`config.mk`:
```
export PLATFORM = sky130hd
export DESIGN_NAME = seq_divider
export DESIGN_NICKNAME = d
export VERILOG_FILES = /design/src/rtl/seq_divider.sv
export SDC_FILE = /design/constraint.sdc
export NUM_CORES = 1
export LEC_CHECK = 0
export ABC_AREA = 1
export CORE_ASPECT_RATIO = 1.5
export CORE_UTILIZATION = 30
export DETAILED_ROUTE_END_ITERATION = 8
export PLACE_DENSITY = 0.53
export SYNTH_ARGS = -nofsm -noshare
export SYNTH_HDL_FRONTEND = slang
export SYNTH_SLANG_ARGS = --single-unit
export TNS_END_PERCENT = 1
```
`constraint.sdc`:
```
create_clock -name clk -period 2.6 [get_ports clk]
set_clock_uncertainty 0.15 [all_clocks]
set_input_delay 0.65 -clock clk [delete_from_list [all_inputs] [get_ports clk]]
set_output_delay 0.65 -clock clk [all_outputs]
set_load 0.01 [all_outputs]
```
`src/rtl/seq_divider.sv`:
```
// seq_divider: multi-cycle unsigned restoring divider, one quotient bit per clock.
//
// Ports:
//   clk        system clock, all state updates on the rising edge
//   rst_n      asynchronous active-low reset
//   start      operation request, sampled only in IDLE
//   dividend   DVD_W-bit dividend, captured on the accepting edge
//   divisor    DVS_W-bit divisor, captured on the accepting edge
//   busy       high whenever the FSM is not in IDLE
//   done       single-cycle pulse; quotient/remainder/div_zero valid
//   quotient   registered DVD_W-bit result, held until the next completion
//   remainder  registered DVS_W-bit result, held until the next completion
//   div_zero   registered; set when the completed operation had divisor == 0
//
// Latency: normal path holds busy for 18 cycles, with done high in the
// last one. A zero divisor completes with done high in the second cycle
// after accept.
module seq_divider #(
  parameter int unsigned DVD_W = 16,
  parameter int unsigned DVS_W = 8
) (
  input  logic             clk,
  input  logic             rst_n,
  input  logic             start,
  input  logic [DVD_W-1:0] dividend,
  input  logic [DVS_W-1:0] divisor,
  output logic             busy,
  output logic             done,
  output logic [DVD_W-1:0] quotient,
  output logic [DVS_W-1:0] remainder,
  output logic             div_zero
);

  localparam int unsigned CW = $clog2(DVD_W) + 1;
  localparam logic [CW-1:0] ITERS = CW'(DVD_W);

  typedef enum logic [1:0] {
    IDLE = 2'd0,
    CALC = 2'd1,
    DONE = 2'd2
  } state_t;

  state_t state, state_nx;

  logic [DVD_W-1:0] dq;       // dividend shifting out, quotient shifting in
  logic [DVS_W-1:0] dvs;
  logic [DVS_W-1:0] pr;       // partial remainder; its top bit is always 0 between iterations, so it is not stored
  logic [CW-1:0]    count;

  logic [DVS_W:0]   shifted;
  logic [DVS_W:0]   diff;
  logic             qbit;
  logic             zero_dvs;
  logic             calc_end;

  // shifted < 2*dvs, so a 9-bit difference is non-negative in 0..dvs-1 and
  // wraps to the upper half on a borrow: diff[MSB] is the borrow flag.
  assign shifted  = {pr, dq[DVD_W-1]};
  assign diff     = shifted - {1'b0, dvs};
  assign qbit     = ~diff[DVS_W];
  assign zero_dvs = (dvs == '0);
  // Iterations run on count 0..DVD_W-1; the count==DVD_W cycle is the
  // hand-off into DONE, matching the published latency.
  assign calc_end = (count == ITERS);

  assign busy = (state != IDLE);
  assign done = (state == DONE);

  always_ff @(posedge clk or negedge rst_n) begin
    if (!rst_n) begin
      state <= IDLE;
    end else begin
      state <= state_nx;
    end
  end

  always_comb begin
    state_nx = state;
    unique case (state)
      IDLE: if (start) state_nx = CALC;
      CALC: if (zero_dvs || calc_end) state_nx = DONE;
      DONE: state_nx = IDLE;
      default: state_nx = IDLE;
    endcase
  end

  always_ff @(posedge clk or negedge rst_n) begin
    if (!rst_n) begin
      dq        <= '0;
      dvs       <= '0;
      pr        <= '0;
      count     <= '0;
      quotient  <= '0;
      remainder <= '0;
      div_zero  <= 1'b0;
    end else begin
      unique case (state)
        IDLE: begin
          if (start) begin
            dq    <= dividend;
            dvs   <= divisor;
            pr    <= '0;
            count <= '0;
          end
        end
        CALC: begin
          if (!zero_dvs && !calc_end) begin
            pr    <= qbit ? diff[DVS_W-1:0] : shifted[DVS_W-1:0];
            dq    <= {dq[DVD_W-2:0], qbit};
            count <= count + CW'(1);
          end
          if (zero_dvs) begin
            // dq still holds the untouched dividend on this path
            quotient  <= '1;
            remainder <= dq[DVS_W-1:0];
            div_zero  <= 1'b1;
          end else if (calc_end) begin
            quotient  <= dq;
            remainder <= pr;
            div_zero  <= 1'b0;
          end
        end
        default: ;
      endcase
    end
  end

endmodule

```
# Word level (Yosys, flattened, before mapping)

Index checks and enable logic that the tools add are counted.

Register bits: 64
Bits in latches: 0
Memory bits (writable): 0
ROM bits: 0
Input port bits: 27
Output and inout bits: 27
Word-level logic and storage cells: 49
Memories kept: 0

Add/subtract/negate cells: 2
$mul: 0
Divide/modulo/power cells: 0
Magnitude comparators: 0
Eq/ne operators: 6
Shift-type cells: 0
Multiplexer cells: 19
Bitwise operators: 1
Reductions and logical operators: 13

Operator list:

| cell                  | count |
|---|---|
| $mux W16              | 4 |
| $mux W8               | 5 |
| $pmux W16 S2          | 1 |
| $pmux W8 S2           | 1 |
| $mux W5               | 2 |
| $pmux W5 S2           | 1 |
| $sub A9 B8 Y9         | 1 |
| $logic_not A8 Y1      | 1 |
| $ne A2 B2 Y1 const B  | 3 |
| $reduce_and A2 Y1     | 3 |
| $reduce_bool A2 Y1    | 3 |
| $add A5 B1 Y5 const B | 1 |
| $eq A5 B5 Y1 const B  | 1 |
| $mux W2               | 2 |
| $pmux W2 S2           | 1 |
| $reduce_and A3 Y1     | 1 |
| $eq A2 B1 Y1 const B  | 1 |
| $eq A2 B2 Y1 const B  | 1 |
| $logic_not A1 Y1      | 2 |
| $logic_not A2 Y1      | 1 |
| $mux W1               | 2 |
| $logic_and A1 B1 Y1   | 1 |
| $logic_or A1 B1 Y1    | 1 |
| $not A1 Y1            | 1 |

# Longest topological paths before layout

Depth after elaboration: 5
Depth in mapped cells: 14
Gate-level depth less buffers: 14

# Least setup slack after synthesis

No wires, ideal clock.

Kind: reg-to-reg
From: reg dq[15]
To: reg pr[6]
Setup time: 0.118 ns
Arrival time: 1.772 ns
Data required time: 2.332 ns
Path slack: 0.560 ns
Cell stages (with the launch flop): 15
Buffers on the path: 0
Period minus slack after synthesis: 2.040 ns
Cells stage by stage: dfrtp_1 -> inv_1 -> ha_1 -> inv_1 -> fa_1 -> nand2_1 -> nand2_1 -> nand3_1 -> nand2_1 -> nand2_1 -> nand2_1 -> nand2_1 -> nand2_1 -> nand2_1 -> nand2_1

Cells in the longest elaborated chain, start to end: 4

RTL lines:

| what                   | RTL line | RTL |
|---|---|---|
| start, declared        | 45       | `logic [DVD_W-1:0] dq;` |
| start signal, assigned | 100      | `dq <= dividend;` |
| start signal, assigned | 109      | `dq <= {dq[DVD_W-2:0], qbit};` |
| $sub A9 B8 Y9          | 59       | `assign diff = shifted - {1'b0, dvs};` |
| $mux W8                | 108      | `pr <= qbit ? diff[DVS_W-1:0] : shifted[DVS_W-1:0];` |
| $mux W8                | 107      | `if (!zero_dvs && !calc_end) begin` |
| $pmux W8 S2            | 97       | `unique case (state)` |
| end signal, assigned   | 108      |  |
| end, declared          | 47       | `logic [DVS_W-1:0] pr;` |

No other way between the ends. The select of a mux whose other input is x is not followed.
A chain may end at the register's enable or synchronous reset.

# Worst setup path after layout

From: reg dq[15]
To: reg pr[4]

The elaborated chain is that of the path after synthesis.

==> impl_metrics.prom <==
# TYPE chip_impl_metric gauge
chip_impl_metric{name="buffer_ports.inserted",unit=""} 53
chip_impl_metric{name="grt_pass1_wl",unit="mm"} 14.03
chip_impl_info{name="crit-reg2reg-launch",value="dq[15]"} 1
chip_impl_info{name="final_cell_mix",value="sky130_fd_sc_hd__nand2_1 (120), sky130_fd_sc_hd__inv_1 (66), sky130_fd_sc_hd__dfrtp_1 (64)"} 1
chip_impl_metric{name="timing.max_slew.rel_slack",unit="%"} 53.80
chip_impl_metric{name="critPathRequiredTime",unit="ns"} 2.67
chip_impl_metric{name="powerDensity",unit="nW/um^2"} 1384
chip_impl_metric{name="power.ir.vdd_worst",unit="mV"} 0.4466
chip_impl_metric{name="cap_viol_max_count",unit=""} 0
chip_impl_metric{name="post-dp-hpwl",unit="mm"} 5.943
chip_impl_metric{name="ant_nets",unit=""} 0
chip_impl_metric{name="total_leakage_power",unit="nW"} 2.085
chip_impl_metric{name="report.final.hold_viol_count",unit=""} 0
chip_impl_metric{name="fmax",unit="MHz"} 435.7
chip_impl_metric{name="insertedDiodeCount",unit=""} 0
chip_impl_metric{name="start_util",unit="%"} 30.94
chip_impl_metric{name="ys_seq_area_share",unit="%"} 46.82
chip_impl_metric{name="routability_cong",unit=""} 0.7819
chip_impl_metric{name="detailroute.via_count",unit=""} 2880
chip_impl_info{name="cp_slowest_cell",value="sky130_fd_sc_hd__fa_1"} 1
chip_impl_metric{name="core_ar",unit="um^2"} 11060
chip_impl_metric{name="grt_overflow_total",unit=""} 0
chip_impl_metric{name="final-max-slew-violation-count",unit=""} 0
chip_impl_metric{name="timing.critical_path.slowest_cell_delay",unit="ns"} 0.40
chip_impl_metric{name="synth_edf_count",unit=""} 0
chip_impl_info{name="tritoncts",value="yes"} 1
chip_impl_metric{name="floorplan.die.height",unit="um"} 132.8
chip_impl_metric{name="timing.setup.tns",unit="ns"} 0
chip_impl_metric{name="largest_net_degree_at_the_start_of_global_routing",unit=""} 37
chip_impl_metric{name="least_margin_pin_slew",unit="ns"} 0.6930
chip_impl_info{name="yosys_top_cell_by_area",value="sky130_fd_sc_hd__dfrtp_1"} 1
chip_impl_metric{name="fin_crit_sh",unit="%"} 88.28
chip_impl_info{name="worst_setup_path_start_kind",value="flop"} 1
chip_impl_info{name="crit_path_frequent_cell",value="sky130_fd_sc_hd__nand2_1"} 1
chip_impl_metric{name="drive_gt1_share",unit="%"} 8.652
chip_impl_metric{name="cts_setup_buffers",unit=""} 0
chip_impl_metric{name="worst_skew_pair.late_latency",unit="ns"} 0.33
chip_impl_info{name="status",value="completed"} 1
chip_impl_info{name="rsz0062_at_grt",value="no"} 1
chip_impl_metric{name="drt-total-wl",unit="mm"} 8.288
chip_impl_metric{name="critical_path.max_fanout",unit=""} 7
chip_impl_metric{name="vias_per_cell",unit=""} 4.472
chip_impl_metric{name="setup_viol",unit=""} 0
chip_impl_metric{name="ys.warnings.count",unit=""} 0
chip_impl_info{name="timing.setup.critical_path_class",value="reg -> reg"} 1
chip_impl_metric{name="grt_antenna_before_repair",unit=""} 0
chip_impl_metric{name="synth-async-reset-ratio",unit="%"} 100.0
chip_impl_info{name="cp_cell_sequence",value="inv_1 -> ha_1 -> inv_1 -> fa_1 -> nand2_1 -> nand2_1 -> nand3_1 -> nand3_1 -> nand2_1 -> nand2_1 -> nand3_1 -> nand2_1"} 1
chip_impl_metric{name="syn_area",unit="um^2"} 3421
chip_impl_metric{name="synth_nets",unit=""} 476
chip_impl_metric{name="netlist_instances",unit=""} 438
chip_impl_metric{name="drtPass1Iterations",unit=""} 5
chip_impl_info{name="setup.worst_path.start",value="dq[15]"} 1
chip_impl_metric{name="cts_sinks",unit=""} 64
chip_impl_metric{name="path_clk_slew",unit="ns"} 0.06
chip_impl_metric{name="top_level_ports",unit=""} 54
chip_impl_metric{name="rows",unit=""} 47
chip_impl_info{name="ys.flop_type",value="sky130_fd_sc_hd__dfrtp_1"} 1
chip_impl_metric{name="ys_seq_elements",unit=""} 64
chip_impl_metric{name="die_w",unit="um"} 89.19
chip_impl_info{name="timing.hold.worst.class",value="in -> async"} 1
chip_impl_metric{name="drc",unit=""} 0
chip_impl_info{name="synth_area_leaders",value="sky130_fd_sc_hd__dfrtp_1 (47%), sky130_fd_sc_hd__nand2_1 (13%), sky130_fd_sc_hd__inv_1 (7.2%)"} 1
chip_impl_info{name="layout_commonest_cell",value="sky130_fd_sc_hd__nand2_1"} 1
chip_impl_metric{name="die_area",unit="um^2"} 11840
chip_impl_metric{name="synthDistinctLibCells",unit=""} 29
chip_impl_metric{name="clock_buffers_created_by_tritoncts",unit=""} 9
chip_impl_metric{name="synth.top_cell.area_share",unit="%"} 46.82
chip_impl_info{name="root_buffer",value="sky130_fd_sc_hd__clkbuf_16"} 1
chip_impl_metric{name="final_nets",unit=""} 530
chip_impl_metric{name="finish.utilization",unit="%"} 39.93
chip_impl_metric{name="final_period_minus_worst_setup_slack",unit="ns"} 2.295
chip_impl_metric{name="n_fill_cell",unit=""} 1172
chip_impl_metric{name="area_growth_syn_to_layout",unit="%"} 29.04
chip_impl_metric{name="route.detailed.wl_per_inst",unit="um"} 12.87
chip_impl_metric{name="globalRouteTotalUtil",unit="%"} 15.54
chip_impl_metric{name="cts_hold_repair.buffers",unit=""} 0
chip_impl_metric{name="drt_iter0_drc",unit=""} 176
chip_impl_metric{name="post_cts_resize_count",unit=""} 0
chip_impl_metric{name="worst-endpoint-arrival",unit="ns"} 2.36
chip_impl_metric{name="htreeDepth",unit=""} 3
chip_impl_metric{name="vias_in_the_first_global_route",unit=""} 2926
chip_impl_metric{name="cts_max_path_buffers",unit=""} 2
chip_impl_info{name="crit_path_end_kind",value="flop"} 1
chip_impl_metric{name="syn_area_per_cell",unit="um^2"} 7.810
-- report_power, final --
group / switching [mW] / leakage (nW) / internal, mW
Clock: 0.461 / 0.130 / 0.739
Combinational: 1.86 / 1.18 / 1.30
Sequential: 0.289 / 0.775 / 1.46
-- per-layer routing --
layer,global-route usage [%],part of all wire [%],vias to the layer above,wire (um)
met3,3.431,4.1,11,336
met1,19.49,45,1328,3694
met5,0,0,-,0
met4,6.085,1.7,0,144
li1,-,-,1479,-
met2,25.53,50,62,4112
-- logic make-up (layout without fill, tap and decap cells) --
group	Yosys count	in the layout	synth area share, %
adders and majority gates	11	11	4.243
AOI/OAI and AO/OA	90	90	14.85
xor gates and xnor gates	6	6	1.536
muxes	1	1	0.3292
buffers and inverters	87	146	10.72
DFF	64	64	46.82
and+or+nand+nor	179	179	21.51
-- cell type report --
cell class	instances	area (um^2)	share of cell area, %
clock buffers	9	225.2	5.102
multi-input cells	287	1453	32.91
clock inverters	7	72.57	1.644
inverters	70	262.8	5.952
flip-flops and latches	64	1602	36.28
repair buffers	60	615.6	13.95
well taps	147	183.9	4.167
-- critical path, delay by kind of cell (launching register included) --
kind / cells / cell delay [ns]
buf+inv: 2 / 0.19
simple gates: 8 / 0.91
flops: 1 / 0.38
fa+ha+maj: 2 / 0.56
-- synth_stat cells (2+ instances only) --
master,n
sky130_fd_sc_hd__buf_2,5
sky130_fd_sc_hd__inv_2,3
sky130_fd_sc_hd__nand2_2,2
sky130_fd_sc_hd__o21a_1,7
sky130_fd_sc_hd__or2_2,2
sky130_fd_sc_hd__o21ai_2,7
sky130_fd_sc_hd__ha_1,10
sky130_fd_sc_hd__buf_4,3
sky130_fd_sc_hd__nand2_1,120
sky130_fd_sc_hd__nand3_1,20
sky130_fd_sc_hd__xnor2_1,2
sky130_fd_sc_hd__nand3_2,2
sky130_fd_sc_hd__inv_1,66
sky130_fd_sc_hd__clkbuf_1,6
sky130_fd_sc_hd__o21ai_1,7
sky130_fd_sc_hd__a21oi_1,18
sky130_fd_sc_hd__xor2_1,4
sky130_fd_sc_hd__dfrtp_1,64
sky130_fd_sc_hd__nand4_1,2
sky130_fd_sc_hd__nor2_1,29
sky130_fd_sc_hd__buf_6,3
sky130_fd_sc_hd__o21ai_0,49
-- flip-flops by register name, indices dropped and copies added, names as in the netlist --
signal / cells
count: 5
pr: 8
quotient: 16
div_zero: 1
dvs: 8
remainder: 8
state: 2
dq: 16
-- path summary, 6_finish.rpt --
check | end | cells after the start | slack (ns)
max | pr[4] | 12 | 0.30
min | quotient[1] | 1 | 0.22
max reg2reg | pr[4] | 12 | 0.30
min reg2reg | quotient[13] | 2 | 0.37
max in group asynchronous | dvs[2] | 2 | 1.45
min in group clk | quotient[13] | 2 | 0.37
-- per-stage QoR --
step,hold slack [ns],total power [mW],area [um^2],setup slack (ns),cells
after floorplan,0.2044,4.007,3421,0.5605,438
after global placement,0.3603,4.893,4116,0.3646,628
after detailed placement,0.3533,4.939,4116,0.3209,628
after CTS,0.2309,6.184,4414,0.3078,644
after global routing,0.2669,6.750,4414,0.009746,644
final,0.2153,6.111,4414,0.3046,644
(Power assumes the default switching activity.)
